[src/rtl/jk_ff_access_arbiter.sv]
// Round-robin arbiter sharing one external JK flip-flop between NUM_REQ requesters.
// Each granted op drives j/k for one cycle, then checks q against the JK truth table.
module jk_ff_access_arbiter #(
  parameter int NUM_REQ   = 2,
  parameter int ERR_CNT_W = 8
) (
  input  logic                 clk,
  input  logic                 reset,
  input  logic [NUM_REQ-1:0]   req,
  input  logic [2*NUM_REQ-1:0] op,
  output logic [NUM_REQ-1:0]   gnt,
  output logic [NUM_REQ-1:0]   done,
  output logic                 rdata,
  output logic                 mismatch,
  output logic                 busy,
  output logic [ERR_CNT_W-1:0] err_count,
  output logic                 ff_j,
  output logic                 ff_k,
  input  logic                 ff_q
);

  localparam int PTR_W = (NUM_REQ > 1) ? $clog2(NUM_REQ) : 1;

  typedef enum logic [1:0] {
    IDLE  = 2'd0,
    DRIVE = 2'd1,
    CHECK = 2'd2
  } state_t;

  state_t               state_reg, state_next;
  logic [PTR_W-1:0]     ptr_reg;
  logic [PTR_W-1:0]     win_reg;
  logic [1:0]           op_reg;
  logic                 q_before_reg;
  logic                 expected_reg;
  logic [ERR_CNT_W-1:0] err_count_reg;

  logic [1:0]           op_arr [NUM_REQ];
  logic                 found;
  logic [PTR_W-1:0]     win_idx;
  logic [PTR_W:0]       cand;

  generate
    for (genvar gi = 0; gi < NUM_REQ; gi++) begin : g_op
      assign op_arr[gi] = op[2*gi +: 2];
    end
  endgenerate

  // Search upward from the pointer with wrap-around; first requester found wins.
  always_comb begin
    found   = 1'b0;
    win_idx = '0;
    cand    = '0;
    for (int k = 0; k < NUM_REQ; k++) begin
      cand = {1'b0, ptr_reg} + (PTR_W+1)'(k);
      if (cand >= (PTR_W+1)'(NUM_REQ))
        cand = cand - (PTR_W+1)'(NUM_REQ);
      if (!found && req[cand[PTR_W-1:0]]) begin
        found   = 1'b1;
        win_idx = cand[PTR_W-1:0];
      end
    end
  end

  always_ff @(posedge clk) begin
    if (reset) begin
      state_reg     <= IDLE;
      ptr_reg       <= '0;
      win_reg       <= '0;
      op_reg        <= 2'b00;
      q_before_reg  <= 1'b0;
      expected_reg  <= 1'b0;
      err_count_reg <= '0;
    end else begin
      state_reg <= state_next;
      if (state_reg == IDLE && found) begin
        win_reg      <= win_idx;
        op_reg       <= op_arr[win_idx];
        q_before_reg <= ff_q;
        if (win_idx == PTR_W'(NUM_REQ-1))
          ptr_reg <= '0;
        else
          ptr_reg <= win_idx + 1'b1;
      end
      if (state_reg == DRIVE) begin
        case (op_reg)
          2'b00:   expected_reg <= q_before_reg;
          2'b01:   expected_reg <= 1'b0;
          2'b10:   expected_reg <= 1'b1;
          default: expected_reg <= ~q_before_reg;
        endcase
      end
      if (state_reg == CHECK && (ff_q != expected_reg) &&
          (err_count_reg != {ERR_CNT_W{1'b1}}))
        err_count_reg <= err_count_reg + 1'b1;
    end
  end

  always_comb begin
    state_next = state_reg;
    case (state_reg)
      IDLE:    state_next = found ? DRIVE : IDLE;
      DRIVE:   state_next = CHECK;
      CHECK:   state_next = IDLE;
      default: state_next = IDLE;
    endcase
  end

  // Outputs are masked during reset so an aborted op never shows a grant or done.
  always_comb begin
    gnt      = '0;
    done     = '0;
    rdata    = 1'b0;
    mismatch = 1'b0;
    busy     = 1'b0;
    ff_j     = 1'b0;
    ff_k     = 1'b0;
    if (!reset) begin
      case (state_reg)
        IDLE: begin
          if (found)
            gnt[win_idx] = 1'b1;
        end
        DRIVE: begin
          busy = 1'b1;
          ff_j = op_reg[1];
          ff_k = op_reg[0];
        end
        CHECK: begin
          busy          = 1'b1;
          done[win_reg] = 1'b1;
          rdata         = ff_q;
          mismatch      = (ff_q != expected_reg);
        end
        default: ;
      endcase
    end
  end

  assign err_count = err_count_reg;

endmodule

[config.mk]
export PLATFORM = sky130hd
export DESIGN_NAME = jk_ff_access_arbiter
export DESIGN_NICKNAME = d
export VERILOG_FILES = /design/src/rtl/jk_ff_access_arbiter.sv
export SDC_FILE = /design/constraint.sdc
export NUM_CORES = 1
export LEC_CHECK = 0
export CAP_MARGIN = 10
export CORE_MARGIN = 10
export CORE_UTILIZATION = 45
export CTS_CLUSTER_DIAMETER = 50
export DETAILED_ROUTE_END_ITERATION = 10
export HOLD_SLACK_MARGIN = 0.02
export PLACE_DENSITY = 0.85
export SYNTH_ARGS = -nofsm -noshare
export SYNTH_HDL_FRONTEND = slang
export SYNTH_SLANG_ARGS = --single-unit
export TNS_END_PERCENT = 20
[constraint.sdc]
create_clock -name clk -period 1.85 [get_ports clk]
set_input_delay 0.185 -clock clk [delete_from_list [all_inputs] [get_ports clk]]
set_output_delay 0.185 -clock clk [all_outputs]
set_load 0.02 [all_outputs]
# == Yosys cells after proc, flatten, opt, wreduce, memory -nomap -nowiden ==
# Index checks and enable logic that the tools add are counted.
# totals
reg_bits,16
out_inout_bits,17
# classes
addsub,5
magnitude_cmp,9
eq_ne,6
mux,36
bitwise_logic,2
n_reduce_logical,10
# ops
operator,n
two-way mux 1 bit,24
two-way mux 2 bit,8
adder 8 x 1 -> 8 bit (second input constant),1
< comparator 1 x 2 -> 1 bit (second input constant),4
!= test 8 bit (second input constant),1
logical AND 1 bit,6
== test 2 x 1 -> 1 bit (second input constant),2
== test 2 bit (second input constant),2
greater-or-equal comparator 2 bit (second input constant),2
logical NOT 2 bit,2
case mux 2 bit (2 select lines),1
case mux 1 bit (3 select lines),1
adder 1 x 1 -> 2 bit (second input constant),1
demux 1 bit (select 1 bit),2
greater-or-equal comparator 1 bit (second input constant),2
greater-or-equal comparator 1 x 2 -> 1 bit (second input constant),1
inverter 1 -> 2 bit,1
OR reduction 2 bit,1
subtractor 1 bit (second input constant),2
adder 1 bit (second input constant),1
logical NOT 1 bit,1
!= test 1 bit,1
inverter 1 bit,1

# == Longest topological paths before layout ==
# depth
word_depth,15
ltp_mapped,6
mapped_depth_nobuf,6

# == Least setup slack after synthesis ==
# No wires, ideal clock.
# synth_timing
kind,register to register
startpoint,register err_count_reg[0] (netlist: err_count[0])
endpoint,register err_count_reg[1] (netlist: err_count[1])
setup_ps,128
t_arrival_ps,1374
t_required_ps,1722
path_slack_ps,349
stages_incl_launch_ff,6
n_path_buf,0
synth_period_minus_slack_ps,1501
cell_sequence,dfxtp_1 ha_1 nand3_1 o211ai_4 mux2i_1 nor2_1
# synth_via
elab_chain_len,2
elab_cells_between_ends,3
classes_between,1 x add/sub; 1 x eq/ne; 1 x reduce/logical
# synth_rtl
element,line,rtl
start: declaration,36,logic [ERR_CNT_W-1:0] err_count_reg;
start signal: assignment,95,err_count_reg <= err_count_reg + 1'b1;
branches (longest 2 deep; another with adder 8 x 1 -> 8 bit),--,
# Several ways; the timed one is not identified.
# A chain may end at the register's enable or synchronous reset.

# == Final worst setup path ==
# layout_timing
startpoint,register state_reg[0]
endpoint,output done[1]
# layout_via
elab_chain_len,3
# layout_rtl
element,line,rtl
start: declaration,30,"state_t state_reg, state_next;"
start signal: assignment,75,state_reg <= state_next;
== test 2 bit,119,case (state_reg)
two-way mux 2 bit,119,
two-way mux 2 bit,118,if (!reset) begin
end: declaration,12,"output logic [NUM_REQ-1:0] done,"
# No other way between the ends.

==> flow_metrics.tcl <==
set metrics [dict create \
    firstDrtPassIters 4 \
    async_flop_share_pct 0 \
    p_int_uw 551.2 \
    yosysWarnings 0 \
    clk_pin_slew_ps 100 \
    worstSetupStartpoint "state_reg[0]$_SDFF_PP0_" \
    synth.yosys.seq_area_share_pct 38.50 \
    floorplan.core_area_um2 1745 \
    clock_power_share_pct 31.2 \
    whs_endpoint "op_reg[1]$_SDFFE_PP0P_" \
    post_synth_design_cell_area_um2 832.0 \
    cts.sinks 16 \
    regToRegEndpoint "err_count[1]$_SDFFE_PP0P_" \
    port_buffers 25 \
    final_layout_size_suffix_gt1_share_pct 13.53 \
    syn_to_final_growth_pct 43.16 \
    ff2ff_setup_slack_ps 290 \
    critical_path.max_fanout 4 \
    synthesis.instances 97 \
    crit_type "register to output pin" \
    worst_hold_slack_ps 464.4 \
    p_leak_nw 0.5298 \
    postSynthNetCount 111 \
    post-dp-hpwl_um 1725 \
    drt.antenna.violating_nets 0 \
    layout.filler_cells 146 \
    grt_setup_unrepaired "false" \
    power_frac_comb_pct 19.0 \
    synthFlopType "sky130_fd_sc_hd__dfxtp_1" \
    max_cap_viol_count 0 \
    powerDensity_nw_per_um2 632.4 \
    die_h_um 63 \
    drt-initial-drc-count 21 \
    worst_r2r_start "err_count[0]$_SDFFE_PP0P_" \
    cts-root-buf "sky130_fd_sc_hd__clkbuf_4" \
    via_cell_ratio 5.196 \
    synth-edff-count 0 \
    cpLargestDelayFamily "buffers and inverters" \
    route.vias.total 821 \
    tritoncts.num_buffers 3 \
    slowest_delay_ps 370 \
    antenna_found_initial 0 \
    floorplan.rows 15 \
    ir_drop_uv 502.3 \
    syn_area_per_cell_um2 8.578 \
    floorplan.initialDensity_pct 47.67 \
    grt_overflow 0 \
    crit_slowest_cell "sky130_fd_sc_hd__dfxtp_1" \
    remaining_drc_errors 0 \
    slew_headroom_pct 79.31 \
    grt_pass1_vias 839 \
    die_w_um 63 \
    overall_die_area_um2 3969 \
    hold_path_class "input port to register" \
    maxClockFrequency_mhz 596.5 \
    crit_required_ps 1660 \
    layout_min_cycle_time_ps 1677 \
    synthDistinctLibCells 27 \
    routabilityCongestion 0.7684 \
    cp.buffers_inverters 2 \
    p_sw_uw 202.1 \
    post-place-ws_ps -108.7 \
    synth_top_cells_by_area "sky130_fd_sc_hd__dfxtp_1, sky130_fd_sc_hd__ha_1, sky130_fd_sc_hd__nor2_1, sky130_fd_sc_hd__a21oi_1, sky130_fd_sc_hd__or3_1" \
    post-route-worst-setup-slack_ps 173.5 \
    antenna_cells 0 \
    final.period_utilization_pct 90.62 \
    largest_register_ffs 8 \
    run_status "completed" \
    r2r.worst_path.cells 5 \
    final-hold-violation-count 0 \
    timing.hold.worst.start "op[1]" \
    worst_setup_path_end_kind "output pin" \
    post-synth-top-area-cell "sky130_fd_sc_hd__dfxtp_1" \
    wire_length_of_the_first_global_routing_pass_um 3857 \
    drv_slew 0 \
    ys_ff_latch 16 \
    power.share.sequential_pct 49.8 \
    worstHoldPathCells 3 \
    gr-usage-all-layers_pct 11.77 \
    cts-hold-fix-buffers 0 \
    start_kind "register" \
    report.final.setup_viol 0 \
    total_power_uw 753.3 \
    grt_start_max_net_pins 11 \
    final_routed_wirelength_um 2185 \
    ctsHtreeMaxLevel 1 \
    drt-wirelength-per-cell_um 13.83 \
    synth_largest_type_area_fraction_pct 38.50 \
    worst_case_clock_skew_ps 1.348 \
    worst-endpoint-arrival_ps 1490 \
    num_io_pins 26 \
    tightestPinTransition_ps 308.9 \
    worstSkewPairLatency_ps 290 \
    sw_frac_of_total_pct 26.82 \
    worstPathCellList "inv_1 > ha_1 > nand2b_1 > nor2_1 > dlygate4sd2_1" \
    cts_max_path_buffers 2 \
    cts_tree "yes" \
    fin_nets 148 \
]
==> layout make-up <==
class	count	area [um2]	area share, %
clock buffers	4	36.28	3.046
repair buffers	34	299.0	25.11
inverters	5	18.77	1.576
flip-flops and latches	16	320.3	26.89
multi-input cells	74	485.5	40.76
well taps	25	31.28	2.626
==> synth_stat cells (all sizes together), types with 2 or more instances <==
cell    number
and3b        2
nand3        6
clkbuf       2
nor2b        3
o211ai       3
a21oi        8
ha           5
xor2         3
inv          5
o21ai        8
mux2i        2
dfxtp       16
o21a         2
nor2        12
or3          5
nand2        7
==> power by group through the flow <==
stage	Clock, mW	Combinational [mW]	Sequential [mW]
final	0.235	0.143	0.375
after global routing	0.262	0.159	0.377
after CTS	0.244	0.145	0.375
after detailed placement	0	0.148	0.382
after global placement	0	0.144	0.381
after floorplan	0	0.0761	0.381
==> per-stage QoR <==
step	std cells	setup TNS [ps]	utilization, %	area [um2]
final	158	0	68.24	1191
after global routing	158	0	68.24	1191
after CTS	158	0	68.67	1199
after detailed placement	154	-108.7	67.24	1174
after global placement	154	-19.67	67.24	1174
after floorplan	97	0	-	832.0
==> how the worst max path moves through the flow <==
stage               slack [ps]                         to  cells after the start
floorplan                  350  err_count[1]$_SDFFE_PP0P_                      5
global placement           -20                     gnt[0]                      5
detailed placement        -110                     gnt[0]                      5
CTS                         50                     gnt[0]                      5
global route                30                    done[1]                      5
finish                     170                    done[1]                      5
==> routing by layer <==
metal / wire (um) / part of all wire, % / vias to the layer above / global-route usage, %
li1: - / - / 410 / -
met1: 888 / 41 / 372 / 12.89
met2: 1106 / 51 / 31 / 19.16
met3: 106 / 4.9 / 8 / 2.867
met4: 84 / 3.8 / 0 / 8.659
met5: 0 / 0 / - / 0
==> cells in the final DEF (no fill, tap or decap), drive strengths merged, types with 6 or more instances in the layout <==
cell and count:
nand3 6, clkbuf 6, dfxtp 16, nand2 7, clkdlybuf4s50 16, nor2 12
a21oi 8, o21ai 8, buf 9, dlygate4sd2 7
==> timing repair <==
action / 4_1_cts / 5_1_grt
buffers inserted: 0 / 0
setup endpoints to repair: 9 / 2
resized for setup: 9 / 5
==> kinds of logic after synthesis <==
group | count (synthesis) | synth area share, %
DFF | 16 | 38.50
xor gates and xnor gates | 3 | 4.061
AOI/OAI and AO/OA | 23 | 17.59
adders and majority gates | 5 | 7.519
muxes | 2 | 2.406
and+or+nand+nor | 41 | 26.77
buffers and inverters | 7 | 3.158
==> tightest hold or removal path, stage by stage <==
cell and delay [ps]:
sky130_fd_sc_hd__clkdlybuf4s50_1 390, sky130_fd_sc_hd__nand2_1 60, sky130_fd_sc_hd__a311oi_1 80
Power figures use the tool's default switching activity.
